**config.mk**
```make
export PLATFORM = sky130hd
export DESIGN_NAME = inst_fetch_unit
export DESIGN_NICKNAME = d
export VERILOG_FILES = /design/src/rtl/inst_fetch_unit.sv
export SDC_FILE = /design/constraint.sdc
export NUM_CORES = 1
export LEC_CHECK = 0
export CORE_UTILIZATION = 47
export CTS_CLUSTER_DIAMETER = 60
export DETAILED_ROUTE_END_ITERATION = 7
export HOLD_SLACK_MARGIN = 0.05
export MAX_ROUTING_LAYER = met4
export PLACE_DENSITY = 0.75
export RECOVER_POWER = 25
export SETUP_SLACK_MARGIN = 0.15
export SLEW_MARGIN = 20
export SYNTH_ARGS = -nofsm -noshare
export SYNTH_HDL_FRONTEND = slang
export SYNTH_SLANG_ARGS = --single-unit
```
**constraint.sdc**
```tcl
create_clock -name clk -period 3.95 [get_ports clk]
set_input_delay 1.185 -clock clk [delete_from_list [all_inputs] [get_ports clk]]
set_output_delay 1.185 -clock clk [all_outputs]
set_load 0.03 [all_outputs]
```
**src/rtl/inst_fetch_unit.sv**
```systemverilog
// -----------------------------------------------------------------------------
// inst_fetch_unit
//
// Instruction fetch front end for the RV32IM core. Holds the fetch PC, issues
// word requests to instruction memory (request/grant with in-order responses)
// and buffers the returned words together with their PCs. The decoder takes
// them over a valid/ready handshake. A branch/jump redirect from downstream
// reloads the PCs, flushes the buffer and drops every response still in flight.
//
// Parameters
//   RESET_PC   : first fetch address after reset
//   BUF_DEPTH  : instruction buffer entries (power of two, >= 2). This is also
//                the credit limit for buffered words plus outstanding requests.
//
// Ports
//   clk          in   core clock, all state on posedge
//   rst_n        in   asynchronous active-low reset
//   imem_req     out  fetch request valid
//   imem_addr    out  request word address (bits [1:0] always 0)
//   imem_gnt     in   request accepted this cycle
//   imem_rvalid  in   response data valid (in request order)
//   imem_rdata   in   instruction word
//   redirect     in   taken branch/jump from decode/execute
//   redirect_pc  in   redirect target (bits [1:0] ignored)
//   inst_valid   out  inst/inst_pc valid toward the decoder
//   inst         out  instruction word
//   inst_pc      out  PC of inst
//   inst_ready   in   decoder accepts the instruction
//
// Optional feature (compile-time macro)
//   INST_FETCH_JAL_PREDECODE_EN : static JAL predecode. A JAL word that is kept
//   is still delivered, and in the same cycle fetch is steered to its target.
//   An external redirect in the same cycle wins. The decoder must compile out
//   its own JAL pc_sel term under the same macro.
// -----------------------------------------------------------------------------
module inst_fetch_unit #(
    parameter logic [31:0] RESET_PC  = 32'h0000_0000,
    parameter int          BUF_DEPTH = 2
) (
    input  logic        clk,
    input  logic        rst_n,
    output logic        imem_req,
    output logic [31:0] imem_addr,
    input  logic        imem_gnt,
    input  logic        imem_rvalid,
    input  logic [31:0] imem_rdata,
    input  logic        redirect,
    input  logic [31:0] redirect_pc,
    output logic        inst_valid,
    output logic [31:0] inst,
    output logic [31:0] inst_pc,
    input  logic        inst_ready
);

    localparam int PW = $clog2(BUF_DEPTH);
    localparam int CW = $clog2(BUF_DEPTH) + 1;
    localparam logic [CW:0]   DEPTH_W   = (CW+1)'(BUF_DEPTH);
    localparam logic [CW-1:0] CNT_ZERO  = {CW{1'b0}};
    localparam logic [CW-1:0] CNT_ONE   = {{(CW-1){1'b0}}, 1'b1};
    localparam logic [31:0]   WORD_MASK = 32'hFFFF_FFFC;

    // Registered state
    logic              run_r;
    logic [31:0]       fetch_pc_r;
    logic [31:0]       resp_pc_r;
    logic [CW-1:0]     outstanding_r;
    logic [CW-1:0]     discard_r;
    logic [CW-1:0]     fifo_count_r;
    logic [PW-1:0]     rd_ptr_r;
    logic [PW-1:0]     wr_ptr_r;
    logic [31:0]       pc_mem_r   [BUF_DEPTH];
    logic [31:0]       word_mem_r [BUF_DEPTH];

    // Combinational control
    logic [CW:0]       in_use_s;
    logic              fire_s;
    logic              keep_s;
    logic              drop_s;
    logic              push_s;
    logic              pop_s;
    logic              jal_hit_s;
    logic [31:0]       jal_tgt_s;
    logic [31:0]       redirect_tgt_s;
    logic [CW-1:0]     outstanding_n_s;
    logic [CW-1:0]     discard_n_s;
    logic [CW-1:0]     fifo_count_n_s;
    logic [31:0]       fetch_pc_n_s;
    logic [31:0]       resp_pc_n_s;

    // Request issue: credit covers buffered words plus requests still in flight
    always_comb begin
        in_use_s  = {1'b0, outstanding_r} + {1'b0, fifo_count_r};
        imem_req  = run_r && !redirect && (in_use_s < DEPTH_W);
        imem_addr = fetch_pc_r;
        fire_s    = imem_req && imem_gnt;
    end

    // Response classification and buffer handshake
    always_comb begin
        keep_s         = imem_rvalid && (discard_r == CNT_ZERO);
        drop_s         = imem_rvalid && (discard_r != CNT_ZERO);
        push_s         = keep_s && !redirect;
        pop_s          = inst_valid && inst_ready && !redirect;
        redirect_tgt_s = redirect_pc & WORD_MASK;
    end

`ifdef INST_FETCH_JAL_PREDECODE_EN
    logic [31:0] jal_imm_s;

    // JAL predecode: J-immediate relative to the PC of the word being kept
    always_comb begin
        jal_imm_s = {{11{imem_rdata[31]}}, imem_rdata[31], imem_rdata[19:12],
                     imem_rdata[20], imem_rdata[30:21], 1'b0};
        jal_tgt_s = (resp_pc_r + jal_imm_s) & WORD_MASK;
        jal_hit_s = push_s && (imem_rdata[6:0] == 7'b1101111);
    end
`else
    // JAL predecode disabled: JAL waits for the external redirect
    always_comb begin
        jal_tgt_s = 32'h0000_0000;
        jal_hit_s = 1'b0;
    end
`endif

    // Next-state for counters and PCs; redirect outranks everything
    always_comb begin
        outstanding_n_s = outstanding_r
                        + (fire_s      ? CNT_ONE : CNT_ZERO)
                        - (imem_rvalid ? CNT_ONE : CNT_ZERO);

        // Every response still owed after this cycle belongs to the old path,
        // including one granted this very cycle.
        if (redirect || jal_hit_s) begin
            discard_n_s = outstanding_n_s;
        end else if (drop_s) begin
            discard_n_s = discard_r - CNT_ONE;
        end else begin
            discard_n_s = discard_r;
        end

        if (redirect) begin
            fifo_count_n_s = CNT_ZERO;
        end else begin
            fifo_count_n_s = fifo_count_r
                           + (push_s ? CNT_ONE : CNT_ZERO)
                           - (pop_s  ? CNT_ONE : CNT_ZERO);
        end

        if (redirect) begin
            fetch_pc_n_s = redirect_tgt_s;
        end else if (jal_hit_s) begin
            fetch_pc_n_s = jal_tgt_s;
        end else if (fire_s) begin
            fetch_pc_n_s = fetch_pc_r + 32'd4;
        end else begin
            fetch_pc_n_s = fetch_pc_r;
        end

        // The JAL itself is pushed at the old resp_pc; the next kept word is
        // the first one fetched from its target.
        if (redirect) begin
            resp_pc_n_s = redirect_tgt_s;
        end else if (jal_hit_s) begin
            resp_pc_n_s = jal_tgt_s;
        end else if (push_s) begin
            resp_pc_n_s = resp_pc_r + 32'd4;
        end else begin
            resp_pc_n_s = resp_pc_r;
        end
    end

    // Control state registers
    always_ff @(posedge clk or negedge rst_n) begin
        if (!rst_n) begin
            run_r         <= 1'b0;
            fetch_pc_r    <= RESET_PC;
            resp_pc_r     <= RESET_PC;
            outstanding_r <= CNT_ZERO;
            discard_r     <= CNT_ZERO;
            fifo_count_r  <= CNT_ZERO;
        end else begin
            run_r         <= 1'b1;
            fetch_pc_r    <= fetch_pc_n_s;
            resp_pc_r     <= resp_pc_n_s;
            outstanding_r <= outstanding_n_s;
            discard_r     <= discard_n_s;
            fifo_count_r  <= fifo_count_n_s;
        end
    end

    // Buffer pointers; a flush simply rewinds both
    always_ff @(posedge clk or negedge rst_n) begin
        if (!rst_n) begin
            rd_ptr_r <= {PW{1'b0}};
            wr_ptr_r <= {PW{1'b0}};
        end else if (redirect) begin
            rd_ptr_r <= {PW{1'b0}};
            wr_ptr_r <= {PW{1'b0}};
        end else begin
            if (push_s) begin
                wr_ptr_r <= wr_ptr_r + {{(PW-1){1'b0}}, 1'b1};
            end
            if (pop_s) begin
                rd_ptr_r <= rd_ptr_r + {{(PW-1){1'b0}}, 1'b1};
            end
        end
    end

    // Buffer storage; contents are only observed while inst_valid is high
    always_ff @(posedge clk) begin
        if (push_s) begin
            pc_mem_r[wr_ptr_r]   <= resp_pc_r;
            word_mem_r[wr_ptr_r] <= imem_rdata;
        end
    end

    // Decoder-facing outputs from the buffer head, zero while empty
    always_comb begin
        inst_valid = (fifo_count_r != CNT_ZERO);
        if (inst_valid) begin
            inst    = word_mem_r[rd_ptr_r];
            inst_pc = pc_mem_r[rd_ptr_r];
        end else begin
            inst    = 32'h0000_0000;
            inst_pc = 32'h0000_0000;
        end
    end

endmodule

```
==> impl_metrics.json <==
{
  "route.detailed.drc": 0,
  "fill_cells": 1305,
  "layout_setup_ws_ps": 396,
  "rows": 48,
  "nets": 923,
  "synthTopCellsByArea": "edfxtp_1 (44%), dfrtp_1 (20%), mux2i_1 (7.4%)",
  "synth_common_cells": "edfxtp_1 (124), nor2_1 (86), dfrtp_1 (69), mux2i_1 (63), nand2_1 (56)",
  "syn_to_final_growth_pct": 30.5,
  "netlist_area_sq_um": 8470,
  "die_h_um": 136,
  "grt_antenna_before_repair": 0,
  "cp_slowest_cell": "dfrtp_4",
  "clkTransAtPathRegs_ps": 70,
  "cts_hold_buf": 0,
  "grt.total_usage": 0.217,
  "max_freq_mhz": 281,
  "dr.pass1.iters": 5,
  "viasPerCell": 5.55,
  "gp_congestion": 0.900,
  "start_util": 0.485,
  "die_x_um": 136,
  "synth_cell_types": 47,
  "synth_flop_cell": "edfxtp_1",
  "yosys.area.top_type_share": 0.439,
  "drive_gt1_frac": 0.0735,
  "synth_seq_cells": 193,
  "worstPathRequired_ps": 2760,
  "worst_pin_slew_ps": 1120,
  "synth_most_common_cell": "edfxtp_1",
  "powerDensity_nw_per_um2": 567,
  "rrSetupSlack_ps": 940,
  "synth_warnings": 0,
  "htreeDepth": 4,
  "total_power_mw": 6.26,
  "setup_viol": 0,
  "power_leakage_nw": 3.91,
  "ant_nets": 0,
  "grt_overflow_total": 0,
  "min-delay-start": "resp_pc_r[21]",
  "portBuffers": 161,
  "cts-buffers-inserted": 17,
  "grt_max_degree": 69,
  "outcome": "completed",
  "wirelength_mm": 19.0,
  "cpPeakStageDelay_ps": 710,
  "synthCells": 681,
  "end_kind": "primary output",
  "postSynth.asyncResetShare": 0.358,
  "rsz0062_at_grt": "false",
  "r2r_cells": 12,
  "crit_chain": "buf_4 -> mux2i_1 -> nor2_1 -> clkdlybuf4s50_1",
  "synth_top_cell_by_area": "edfxtp_1",
  "post-cts-setup-buffers": 0,
  "hold_viol_final": 0,
  "core_sq_um": 17500,
  "ys_seq_area_frac": 0.643,
  "slew_viol_final": 0,
  "wl_per_cell_um": 17.5,
  "drtIter0Drc": 426,
  "cts_tree": "built",
  "worstPathMaxFanout": 24,
  "regArea_sq_um": 5450,
  "crit_path_start_kind": "flop",
  "worstHoldEndpoint": "pc_mem_r[0][21]",
  "worstSetupPathType": "reg2out",
  "insertion_delay_ps": 420,
  "slew-limit-headroom": 0.255,
  "min_period_ps": 3550,
  "first_global_vias": 5958,
  "die_area_sq_um": 18600,
  "reg2reg_from": "fifo_count_r[0]",
  "cts.sinks": 193,
  "hp-class": "reg2reg",
  "place_hpwl_mm": 12.9,
  "cap_viol_max_count": 0,
  "grt_pass1_wl_mm": 29.8,
  "syn_area_per_cell_sq_um": 12.4,
  "clockBufferDepth": 2,
  "synth-edff-count": 124,
  "vdd.ir_drop.worst_v": 0.000319,
  "num_vias": 6005,
  "cts_resized": 0,
  "crit_arrival_ps": 2370,
  "dpl_cell_area_sq_um": 10400,
  "r2r-end": "discard_r[1]",
  "diodes": 0,
  "hold_ws_ps": 524,
  "hold_depth": 0,
  "finClkSkew_ps": 9.02,
  "stdcell_area_sq_um": 11100,
  "io_pins": 168,
  "detailedPlace.worstSlack_ps": 652,
  "period_share": 0.900,
  "cts-root-buf": "clkbuf_16",
  "multi_input_area_sq_um": 2830
}
## layer usage
| metal | share of wire | up-vias | track usage | wire length, um |
|---|---|---|---|---|
| met3 | 0.073 | 17 | 0.0447 | 1380 |
| li1 | - | 2804 | - | - |
| met5 | 0 | - | - | 0 |
| met4 | 0.0096 | 0 | 0.0654 | 182 |
| met1 | 0.45 | 2907 | 0.288 | 8530 |
| met2 | 0.47 | 277 | 0.335 | 8880 |
## report_power, final
part           switching, mW  internal [mW]
clock                  0.717           1.25
sequential             0.190           2.38
combinational           1.01          0.711
total                   1.92           4.34
## registers in the layout, summed over array words and instances (netlist names)
signal	flops
run_r	1
pc_mem_r	60
imem_addr	30
resp_pc_r	30
rd_ptr_r	1
outstanding_r	2
word_mem_r	64
discard_r	2
wr_ptr_r	1
fifo_count_r	2
## per-stage QoR
step	utilization	TNS (ps)	cells
after detailed placement	0.593	0	1051
after global placement	0.593	0	1051
after CTS	0.633	0	1082
after floorplan	-	-104180	684
final	0.633	0	1082
after global routing	0.633	0	1082
## area by class of cell
class | count | area share
clock buffers | 18 | 0.0388
clock inverters | 13 | 0.0232
flip-flops and latches | 193 | 0.493
multi-input cells | 438 | 0.256
inverters | 19 | 0.00645
repair buffers | 176 | 0.157
well taps | 225 | 0.0255
## worst max-delay path by stage
stage,end,from
2_1_floorplan,pc_mem_r[0][10],redirect
3_3_place_gp,word_mem_r[0][22],imem_rvalid
3_5_place_dp,word_mem_r[1][29],imem_rvalid
4_1_cts,inst_pc[2],rd_ptr_r
5_1_grt,inst_pc[3],rd_ptr_r
6_report,inst_pc[2],rd_ptr_r
## critical path: cells and delay by family, from the launching register on
family,cells,cell delay (ps)
simple gates,1,110
buf+inv,2,1020
flops,1,710
mux,1,110
## cells by family after synthesis
logic type,Yosys count,synth area share
AOI/OAI and AO/OA,84,0.0642
DFF,193,0.643
buffers and inverters,53,0.0272
muxes,67,0.0797
other,2,0.000886
and+or+nand+nor,237,0.134
xor gates and xnor gates,37,0.0382
adders and majority gates,8,0.0127
## layout by cell type, fill, tap and decap left out, types with 17 or more instances in the layout
master / count
clkbuf_16: 17
clkdlybuf4s50_1: 137
dfrtp_1: 68
dlygate4sd3_1: 21
edfxtp_1: 124
inv_1: 18
mux2i_1: 63
nand2_1: 56
nand3_1: 35
nand4_1: 23
nor2_1: 83
o21ai_0: 36
xor2_1: 23
No activity file was read; power rests on OpenSTA's default activity.
